[src/rtl/apb_master_bridge_if.sv]
`default_nettype none
// +----------------------------------------------------------------------------+
// | Module      : apb_master_bridge_if                                         |
// | Description : Command/response handshake plus APB4 requester bus for the   |
// |               apb_master_bridge.                                           |
// |   master modport (bridge view):                                            |
// |     in : cmd_valid cmd_write cmd_addr cmd_wdata cmd_strb                   |
// |          pready prdata pslverr                                             |
// |     out: cmd_ready rsp_valid rsp_rdata rsp_err rsp_timeout                 |
// |          psel penable pwrite paddr pwdata pstrb                            |
// |   slave modport: the same signals seen from the host/completer side.       |
// | Revision    : 1.0  initial release                                         |
// +----------------------------------------------------------------------------+
interface apb_master_bridge_if #(
   parameter int ADDR_W = 12,
   parameter int DATA_W = 32
);
   localparam int STRB_W = DATA_W / 8;

   // host command / response
   logic              cmd_valid;
   logic              cmd_ready;
   logic              cmd_write;
   logic [ADDR_W-1:0] cmd_addr;
   logic [DATA_W-1:0] cmd_wdata;
   logic [STRB_W-1:0] cmd_strb;
   logic              rsp_valid;
   logic [DATA_W-1:0] rsp_rdata;
   logic              rsp_err;
   logic              rsp_timeout;

   // APB4 requester side
   logic              psel;
   logic              penable;
   logic              pwrite;
   logic [ADDR_W-1:0] paddr;
   logic [DATA_W-1:0] pwdata;
   logic [STRB_W-1:0] pstrb;
   logic              pready;
   logic [DATA_W-1:0] prdata;
   logic              pslverr;

   modport master (
      input  cmd_valid, cmd_write, cmd_addr, cmd_wdata, cmd_strb,
      output cmd_ready, rsp_valid, rsp_rdata, rsp_err, rsp_timeout,
      output psel, penable, pwrite, paddr, pwdata, pstrb,
      input  pready, prdata, pslverr
   );

   modport slave (
      output cmd_valid, cmd_write, cmd_addr, cmd_wdata, cmd_strb,
      input  cmd_ready, rsp_valid, rsp_rdata, rsp_err, rsp_timeout,
      input  psel, penable, pwrite, paddr, pwdata, pstrb,
      output pready, prdata, pslverr
   );
endinterface
`default_nettype wire

[src/rtl/apb_master_bridge.sv]
`default_nettype none
// +----------------------------------------------------------------------------+
// | Module      : apb_master_bridge                                            |
// | Description : APB4 requester. Turns single-beat host commands into         |
// |               SETUP/ACCESS transfers, honours wait states, reports         |
// |               pslverr and aborts a hung ACCESS phase after TIMEOUT_CYCLES. |
// |   pclk    : APB clock                                                      |
// |   presetn : asynchronous active-low reset                                  |
// |   bus     : apb_master_bridge_if.master (cmd/rsp handshake + APB bus)      |
// | Revision    : 1.0  initial release                                         |
// +----------------------------------------------------------------------------+
module apb_master_bridge #(
   parameter int ADDR_W         = 12,
   parameter int DATA_W         = 32,
   parameter int TIMEOUT_CYCLES = 16
) (
   input wire pclk,
   input wire presetn,
   apb_master_bridge_if.master bus
);
   localparam int STRB_W = DATA_W / 8;
   // Width guarded so TIMEOUT_CYCLES=0 (timeout disabled) still elaborates.
   localparam int CNT_W  = (TIMEOUT_CYCLES > 0) ? $clog2(TIMEOUT_CYCLES + 1) : 1;
   localparam bit TO_EN  = (TIMEOUT_CYCLES > 0);
   localparam logic [CNT_W-1:0] TO_LAST =
      (TIMEOUT_CYCLES > 0) ? CNT_W'(TIMEOUT_CYCLES - 1) : '0;

   typedef enum logic [1:0] {
      ST_IDLE   = 2'd0,
      ST_SETUP  = 2'd1,
      ST_ACCESS = 2'd2
   } state_t;

   state_t            state_q, state_d;
   logic              psel_q, psel_d;
   logic              penable_q, penable_d;
   logic              pwrite_q, pwrite_d;
   logic [ADDR_W-1:0] paddr_q, paddr_d;
   logic [DATA_W-1:0] pwdata_q, pwdata_d;
   logic [STRB_W-1:0] pstrb_q, pstrb_d;
   logic              rsp_valid_q, rsp_valid_d;
   logic [DATA_W-1:0] rsp_rdata_q, rsp_rdata_d;
   logic              rsp_err_q, rsp_err_d;
   logic              rsp_timeout_q, rsp_timeout_d;
   logic [CNT_W-1:0]  cnt_q, cnt_d;

   logic              w_timeout_hit;

   // Last allowed wait cycle: a pready=0 here ends ACCESS after exactly
   // TIMEOUT_CYCLES cycles.
   assign w_timeout_hit = TO_EN && (cnt_q == TO_LAST);

   always_comb begin
      state_d       = state_q;
      psel_d        = psel_q;
      penable_d     = penable_q;
      pwrite_d      = pwrite_q;
      paddr_d       = paddr_q;
      pwdata_d      = pwdata_q;
      pstrb_d       = pstrb_q;
      rsp_valid_d   = 1'b0;
      rsp_rdata_d   = rsp_rdata_q;
      rsp_err_d     = rsp_err_q;
      rsp_timeout_d = rsp_timeout_q;
      cnt_d         = cnt_q;

      case (state_q)
         ST_IDLE: begin
            if (bus.cmd_valid) begin
               state_d   = ST_SETUP;
               psel_d    = 1'b1;
               penable_d = 1'b0;
               pwrite_d  = bus.cmd_write;
               paddr_d   = bus.cmd_addr;
               // Reads never expose stale write data or strobes on the bus.
               pwdata_d  = bus.cmd_write ? bus.cmd_wdata : '0;
               pstrb_d   = bus.cmd_write ? bus.cmd_strb  : '0;
            end
         end
         ST_SETUP: begin
            state_d   = ST_ACCESS;
            penable_d = 1'b1;
            cnt_d     = '0;
         end
         ST_ACCESS: begin
            if (bus.pready) begin
               // pready wins even on the abort cycle.
               state_d       = ST_IDLE;
               psel_d        = 1'b0;
               penable_d     = 1'b0;
               rsp_valid_d   = 1'b1;
               rsp_rdata_d   = pwrite_q ? '0 : bus.prdata;
               rsp_err_d     = bus.pslverr;
               rsp_timeout_d = 1'b0;
            end else if (w_timeout_hit) begin
               state_d       = ST_IDLE;
               psel_d        = 1'b0;
               penable_d     = 1'b0;
               rsp_valid_d   = 1'b1;
               rsp_rdata_d   = '0;
               rsp_err_d     = 1'b1;
               rsp_timeout_d = 1'b1;
            end else if (TO_EN) begin
               cnt_d = cnt_q + CNT_W'(1);
            end
         end
         default: begin
            state_d   = ST_IDLE;
            psel_d    = 1'b0;
            penable_d = 1'b0;
         end
      endcase
   end

   always_ff @(posedge pclk or negedge presetn) begin
      if (!presetn) begin
         state_q       <= ST_IDLE;
         psel_q        <= 1'b0;
         penable_q     <= 1'b0;
         pwrite_q      <= 1'b0;
         paddr_q       <= '0;
         pwdata_q      <= '0;
         pstrb_q       <= '0;
         rsp_valid_q   <= 1'b0;
         rsp_rdata_q   <= '0;
         rsp_err_q     <= 1'b0;
         rsp_timeout_q <= 1'b0;
         cnt_q         <= '0;
      end else begin
         state_q       <= state_d;
         psel_q        <= psel_d;
         penable_q     <= penable_d;
         pwrite_q      <= pwrite_d;
         paddr_q       <= paddr_d;
         pwdata_q      <= pwdata_d;
         pstrb_q       <= pstrb_d;
         rsp_valid_q   <= rsp_valid_d;
         rsp_rdata_q   <= rsp_rdata_d;
         rsp_err_q     <= rsp_err_d;
         rsp_timeout_q <= rsp_timeout_d;
         cnt_q         <= cnt_d;
      end
   end

   assign bus.cmd_ready   = (state_q == ST_IDLE);
   assign bus.psel        = psel_q;
   assign bus.penable     = penable_q;
   assign bus.pwrite      = pwrite_q;
   assign bus.paddr       = paddr_q;
   assign bus.pwdata      = pwdata_q;
   assign bus.pstrb       = pstrb_q;
   assign bus.rsp_valid   = rsp_valid_q;
   assign bus.rsp_rdata   = rsp_rdata_q;
   assign bus.rsp_err     = rsp_err_q;
   assign bus.rsp_timeout = rsp_timeout_q;
endmodule
`default_nettype wire

[src/flat_wrapper.sv]
// flat-port wrapper written by rule: the top's interface ports become plain ports
module apb_master_bridge_flat 
#(
   parameter int ADDR_W         = 12,
   parameter int DATA_W         = 32,
   parameter int TIMEOUT_CYCLES = 16
)
  (pclk, presetn, bus_cmd_valid, bus_cmd_write, bus_cmd_addr, bus_cmd_wdata, bus_cmd_strb, bus_cmd_ready, bus_rsp_valid, bus_rsp_rdata, bus_rsp_err, bus_rsp_timeout, bus_psel, bus_penable, bus_pwrite, bus_paddr, bus_pwdata, bus_pstrb, bus_pready, bus_prdata, bus_pslverr);
  apb_master_bridge_if #(.ADDR_W(ADDR_W), .DATA_W(DATA_W)) bus_i ();
  input wire pclk;
  input wire presetn;
  input wire logic [$bits(bus_i.cmd_valid)-1:0] bus_cmd_valid;
  input wire logic [$bits(bus_i.cmd_write)-1:0] bus_cmd_write;
  input wire logic [$bits(bus_i.cmd_addr)-1:0] bus_cmd_addr;
  input wire logic [$bits(bus_i.cmd_wdata)-1:0] bus_cmd_wdata;
  input wire logic [$bits(bus_i.cmd_strb)-1:0] bus_cmd_strb;
  output wire logic [$bits(bus_i.cmd_ready)-1:0] bus_cmd_ready;
  output wire logic [$bits(bus_i.rsp_valid)-1:0] bus_rsp_valid;
  output wire logic [$bits(bus_i.rsp_rdata)-1:0] bus_rsp_rdata;
  output wire logic [$bits(bus_i.rsp_err)-1:0] bus_rsp_err;
  output wire logic [$bits(bus_i.rsp_timeout)-1:0] bus_rsp_timeout;
  output wire logic [$bits(bus_i.psel)-1:0] bus_psel;
  output wire logic [$bits(bus_i.penable)-1:0] bus_penable;
  output wire logic [$bits(bus_i.pwrite)-1:0] bus_pwrite;
  output wire logic [$bits(bus_i.paddr)-1:0] bus_paddr;
  output wire logic [$bits(bus_i.pwdata)-1:0] bus_pwdata;
  output wire logic [$bits(bus_i.pstrb)-1:0] bus_pstrb;
  input wire logic [$bits(bus_i.pready)-1:0] bus_pready;
  input wire logic [$bits(bus_i.prdata)-1:0] bus_prdata;
  input wire logic [$bits(bus_i.pslverr)-1:0] bus_pslverr;
  assign bus_i.cmd_valid = bus_cmd_valid;
  assign bus_i.cmd_write = bus_cmd_write;
  assign bus_i.cmd_addr = bus_cmd_addr;
  assign bus_i.cmd_wdata = bus_cmd_wdata;
  assign bus_i.cmd_strb = bus_cmd_strb;
  assign bus_cmd_ready = bus_i.cmd_ready;
  assign bus_rsp_valid = bus_i.rsp_valid;
  assign bus_rsp_rdata = bus_i.rsp_rdata;
  assign bus_rsp_err = bus_i.rsp_err;
  assign bus_rsp_timeout = bus_i.rsp_timeout;
  assign bus_psel = bus_i.psel;
  assign bus_penable = bus_i.penable;
  assign bus_pwrite = bus_i.pwrite;
  assign bus_paddr = bus_i.paddr;
  assign bus_pwdata = bus_i.pwdata;
  assign bus_pstrb = bus_i.pstrb;
  assign bus_i.pready = bus_pready;
  assign bus_i.prdata = bus_prdata;
  assign bus_i.pslverr = bus_pslverr;
  apb_master_bridge #(.ADDR_W(ADDR_W), .DATA_W(DATA_W), .TIMEOUT_CYCLES(TIMEOUT_CYCLES)) u_core (.pclk(pclk), .presetn(presetn), .bus(bus_i));
endmodule
[config.mk]
export PLATFORM = sky130hd
export DESIGN_NAME = apb_master_bridge_flat
export DESIGN_NICKNAME = d
export VERILOG_FILES = /design/src/rtl/apb_master_bridge_if.sv /design/src/rtl/apb_master_bridge.sv /design/src/flat_wrapper.sv
export SDC_FILE = /design/constraint.sdc
export NUM_CORES = 1
export LEC_CHECK = 0
export ABC_CLOCK_PERIOD_IN_PS = 2100
export CORE_ASPECT_RATIO = 1.4
export CORE_MARGIN = 10
export CORE_UTILIZATION = 42
export CTS_CLUSTER_SIZE = 8
export DETAILED_ROUTE_END_ITERATION = 16
export PLACE_DENSITY = 0.81
export REMOVE_ABC_BUFFERS = 1
export SETUP_SLACK_MARGIN = 0.4
export SLEW_MARGIN = 20
export SYNTH_ARGS = -nofsm -noshare
export SYNTH_HDL_FRONTEND = slang
export SYNTH_SLANG_ARGS = --single-unit
[constraint.sdc]
create_clock -name pclk -period 2.1 [get_ports pclk]
set_input_delay 0.525 -clock pclk [delete_from_list [all_inputs] [get_ports pclk]]
set_output_delay 0.525 -clock pclk [all_outputs]
set_load 0.01 [all_outputs]
======== After elaboration in Yosys (flattened, before gate mapping) ========
Cells that the tools add are included.
storage, ports and cells
  register bits after elaboration ......... 93
  logic and storage cells ................. 53
  bits in read-only memories .............. 0
  bits in latches ......................... 0
  memories kept ........................... 0
  RAM bits ................................ 0
cells by class
  reduce and logical (&&, ||, !) cells .... 8
  multipliers ............................. 0
  divide/modulo/power cells ............... 0
  bitwise gates (word level) .............. 1
  shift-type cells ........................ 0
  $add $sub $neg .......................... 1
  muxes and demuxes ....................... 24
  $lt $le $gt $ge ......................... 0
  equal/unequal tests ..................... 7
operator list
  cell                 count
  $mux 32              4
  $mux 1               10
  $mux 5               2
  $pmux 5 s2           1
  $mux 2               3
  $ne 2x2->1 const B   3
  $pmux 1 s3           2
  $pmux 2 s3           1
  $reduce_and 2->1     3
  $reduce_and 3->1     2
  $add 5x1->5 const B  1
  $eq 5x4->1 const B   1
  $mux 4               1
  $reduce_bool 2->1    2
  $ne 3x2->1 const B   1
  $eq 2x1->1 const B   1
  $eq 2x2->1 const B   1
  $logic_not 2->1      1
  $not 1->1            1

======== Depth between registers and ports, before layout ========
  depth after elaboration ................. 4
  gate-level depth with buffers ........... 7

======== Worst setup path after synthesis ========
Ideal clock, no wire load.
  path kind ............................... reg-to-reg
  from .................................... register u_core.cnt_q[0]
  to ...................................... register u_core.cnt_q[3]
  clock period less this slack ............ 1.913 ns
  buffers on the path ..................... 0
  library setup time ...................... 0.126 ns
  data arrival time ....................... 1.787 ns
  cell stages (with the launch flop) ...... 7
  slack ................................... 0.187 ns
  cells stage by stage .................... dfrtp_1 -> ha_1 -> and3_1 -> ha_1 -> or2_1 -> o311a_1 -> a311o_1
on the way
  longest elaborated chain between the ends .. 4
  elaborated cells on any way between the ends .. 7
  classes of those cells .................. 1 x add/sub; 2 x eq/ne; 3 x mux; 1 x reduce/logical
RTL lines
  item                      line                      RTL
  start: declaration        apb_master_bridge.sv:45   logic [CNT_W-1:0] cnt_q, cnt_d;
  start signal: assignment  apb_master_bridge.sv:141  cnt_q <= cnt_d;
  $add 5x1->5               apb_master_bridge.sv:104  cnt_d = cnt_q + CNT_W'(1);
  $mux 5                    apb_master_bridge.sv:95   end else if (w_timeout_hit) begin
  $mux 5                    apb_master_bridge.sv:86   if (bus.pready) begin
  $pmux 5 s2                apb_master_bridge.sv:67   case (state_q)
Parallel ways exist; a longest one is shown, timed or not. The select of a mux whose other input is x is not followed.
A chain may end at the register's enable or synchronous reset.

======== Worst setup path after layout ========
  from .................................... register u_core.cnt_q[1]
  to ...................................... register u_core.rsp_rdata_q[16], in the netlist u_core.bus.rsp_rdata[16]
on the way
  longest elaborated chain between the ends .. 3
RTL lines
  item                         line                      RTL
  $eq 5x4->1                   apb_master_bridge.sv:51   assign w_timeout_hit = TO_EN && (cnt_q == TO_LAST);
  $reduce_bool 2->1 (no line)  n/a
  $reduce_and 2->1 (no line)   n/a
  end signal: assignment       apb_master_bridge.sv:138  rsp_rdata_q <= rsp_rdata_d;
  end: declaration             apb_master_bridge.sv:42   logic [DATA_W-1:0] rsp_rdata_q, rsp_rdata_d;
No other way between the ends.

==> flow_metrics.env <==
export IMPL_status="finished clean"
export IMPL_stdcell_area_mm2=0.006497
export IMPL_vias_per_cell=5.151
export IMPL_wl_per_cell_um=19.48
export IMPL_max_slew_margin_pct=70.23
export IMPL_power_switching_uw=3158
export IMPL_layout_commonest_cell="nand2_1"
export IMPL_cp_buffers_inverters=4
export IMPL_finalSetupTns_ps=0
export IMPL_rsz0062_at_grt="yes"
export IMPL_synth_area_leaders="dfrtp_1 60%, nand2_1 11%, o21ai_0 8.8%"
export IMPL_h_tree_depth=3
export IMPL_dpl_cell_area_mm2=0.005729
export IMPL_die_area_mm2=0.01336
export IMPL_ys_seq_area_share_pct=60.31
export IMPL_yosys_register_bits=92
export IMPL_clock_skew_ps=6.766
export IMPL_power_share_switching_pct=36.87
export IMPL_cts_buffers=9
export IMPL_num_nets_final=666
export IMPL_grt_overflow_total=0
export IMPL_arrival_ps=2120
export IMPL_grt_pass1_wl_um=19410
export IMPL_synth_edff_count=0
export IMPL_cp_data_required_time_ps=2310
export IMPL_p_leak_uw=0.003129
export IMPL_syn_area_mm2=0.003817
export IMPL_clkPwrFrac_pct=18.1
export IMPL_syn_avg_cell_area_um2=10.02
export IMPL_place_congestion=0.8119
export IMPL_final_max_slew_violation_count=0
export IMPL_critPathMostFrequentCell="buf_6"
export IMPL_power_frac_comb_pct=46.3
export IMPL_cts_sinks=92
export IMPL_synth_largest_area_cell="dfrtp_1"
export IMPL_antenna_found_initial=0
export IMPL_areaGrowthSynthToFinish_pct=70.21
export IMPL_drv_cap=0
export IMPL_synth_cells=381
export IMPL_fp_dieH_um=132.8
export IMPL_critPathTopFamily="buffers and inverters"
export IMPL_cp_start_kind="flip-flop"
export IMPL_end_kind="flip-flop"
export IMPL_cp_max_fo=8
export IMPL_cp_slowest_cell="dfrtp_1"
export IMPL_fin_cells=689
export IMPL_timing_hold_violations_final=0
export IMPL_path_class="reg2reg"
export IMPL_synth_distinct_cells=29
export IMPL_drtIter0Drc=151
export IMPL_yosysWarningCount=0
export IMPL_cts_buffer_depth=2
export IMPL_p_int_uw=5407
export IMPL_critical_path_max_stage_delay_ps=380
export IMPL_min_period_ps=1916
export IMPL_drive_gt1_share_pct=21.13
export IMPL_hpwl_um=8435
export IMPL_io_pins=173
export IMPL_clock_latency_ps=340
export IMPL_drc_errors=0
export IMPL_clock_fmax_ghz=0.5219
export IMPL_yosysTopAreaCellShare_pct=60.31
export IMPL_synthArstFlopShare_pct=100.0
export IMPL_initial_core_util_pct=42.77
export IMPL_tightestPinTransition_ps=446.6
export IMPL_fin_crit_sh_pct=91.24
export IMPL_grt_pass1_vias=3748
export IMPL_n_antenna_cell=0
export IMPL_path_clk_slew_ps=60
export IMPL_core_area_mm2=0.008926
export IMPL_vdd_drop_max_v=0.0007206
export IMPL_fin_ws_ps=184.0
export IMPL_ys_flop_type="dfrtp_1"
export IMPL_hp_class="in2async"
export IMPL_row_count=41
export IMPL_drt_wl_total_um=13420
export IMPL_fin_total_pwr_uw=8565
export IMPL_firstDrtPassIters=4
export IMPL_crit_chain="ha_2 -> and3_4 -> ha_4 -> buf_6 -> buf_6 -> nor2_4 -> buf_12 -> clkbuf_16 -> o21ai_0 -> o21ai_1"
export IMPL_pre_cts_ws_ps=-28.79
export IMPL_root_buffer="clkbuf_16"
export IMPL_routed_via_count=3549
export IMPL_place_port_buffers=172
export IMPL_ctsHoldBuffers=0
export IMPL_final_cell_mix="107 x nand2_1, 90 x dfrtp_1, 87 x dlygate4sd2_1"
export IMPL_seqPwrFrac_pct=35.6
export IMPL_antenna_left=0
export IMPL_grt_max_degree=43
export IMPL_dieWidth_um=100.6
export IMPL_powerDensity_mw_per_mm2=1318
export IMPL_cts_tree="done"
export IMPL_dp_cells=651
export IMPL_gr_usage_all_layers_pct=18.08
export IMPL_finalSetupViolCount=0
[path summary, 6_finish.rpt]
path                                      from  depth (start not counted)                        to  slack, ps
min reg2reg                u_core.bus.pstrb[2]                          2       u_core.bus.pstrb[2]        480
max in group asynchronous              presetn                          2      u_core.bus.pwdata[8]       1370
min in group pclk          u_core.bus.pstrb[2]                          2       u_core.bus.pstrb[2]        480
max reg2reg                    u_core.cnt_q[1]                         10  u_core.bus.rsp_rdata[16]        180
min                                    presetn                          1  u_core.bus.rsp_rdata[23]        130
max                            u_core.cnt_q[1]                         10  u_core.bus.rsp_rdata[16]        180
[routing by layer]
metal  vias to the layer above  GRT usage [%]  wire length, µm
met4                         0          8.661              404
met1                      1689          18.82             4816
li1                       1685              -                -
met2                       148          30.55             7039
met3                        27          7.295             1162
met5                         -              0                0
[per-stage QoR]
| step | util [%] | hold slack, ps |
|---|---|---|
| final | 72.79 | 132.8 |
| after global routing | 72.79 | 161.6 |
| after CTS | 69.50 | 141.5 |
| after detailed placement | 64.19 | 474.7 |
| after global placement | 64.19 | 467.4 |
| after floorplan | - | 229.4 |
[power groups by stage]
stage	clock network, µW	registers [µW]	logic [µW]
5_1_grt	1650	3140	4300
2_1_floorplan	0	3380	1070
3_3_place_gp	0	3010	3780
3_5_place_dp	0	3040	3870
6_report	1550	3050	3970
4_1_cts	1570	3010	3620
[area by class of cell]
class	count	area, µm²
inverters	7	26.28
well taps	107	133.9
fillers	639	2429
clock inverters	3	21.27
repair buffers	213	2147
clock buffers	12	266.5
flip-flops and latches	92	2305
multi-input cells	255	1598
[sequential cells by signal, indices dropped and copies added (netlist names)]
signal / cells
u_core.bus.rsp_timeout: 1
u_core.state_q: 2
u_core.bus.paddr: 12
u_core.bus.pwrite: 1
u_core.bus.rsp_err: 1
u_core.bus.rsp_valid: 1
u_core.bus.psel: 1
u_core.bus.pstrb: 4
u_core.bus.rsp_rdata: 32
u_core.cnt_q: 5
u_core.bus.pwdata: 32
[cell usage after synthesis, types with 2 or more instances]
master and n:
nand2_1 109, dfrtp_1 92, o21ai_0 67, o21ai_1 36, clkbuf_1 17, mux2_4 13, inv_1 7, buf_2 6
buf_6 6, a21oi_1 3, a22o_1 3, a311o_1 2, ha_1 2, nor2_1 2, nor2b_1 2
[cells by family (layout without fill, tap and decap cells)]
| group | after synthesis | in the layout | share of synthesized area, % |
|---|---|---|---|
| multiplexers | 13 | 13 | 5.113 |
| AO/OA/AOI/OAI | 117 | 117 | 16.42 |
| flip-flops | 92 | 92 | 60.31 |
| AND/OR/NAND/NOR | 121 | 123 | 12.59 |
| buffers and inverters | 36 | 235 | 4.916 |
| adder cells (fa/ha/maj) | 2 | 2 | 0.6554 |
[repair_timing]
item                       in CTS  in global routing
gates resized for setup       128                 90
setup buffers                   9                  6
setup endpoints to repair     175                 41
cloned                          5                  3
pin swaps                      16                 23
Power figures use the tool's default switching activity.
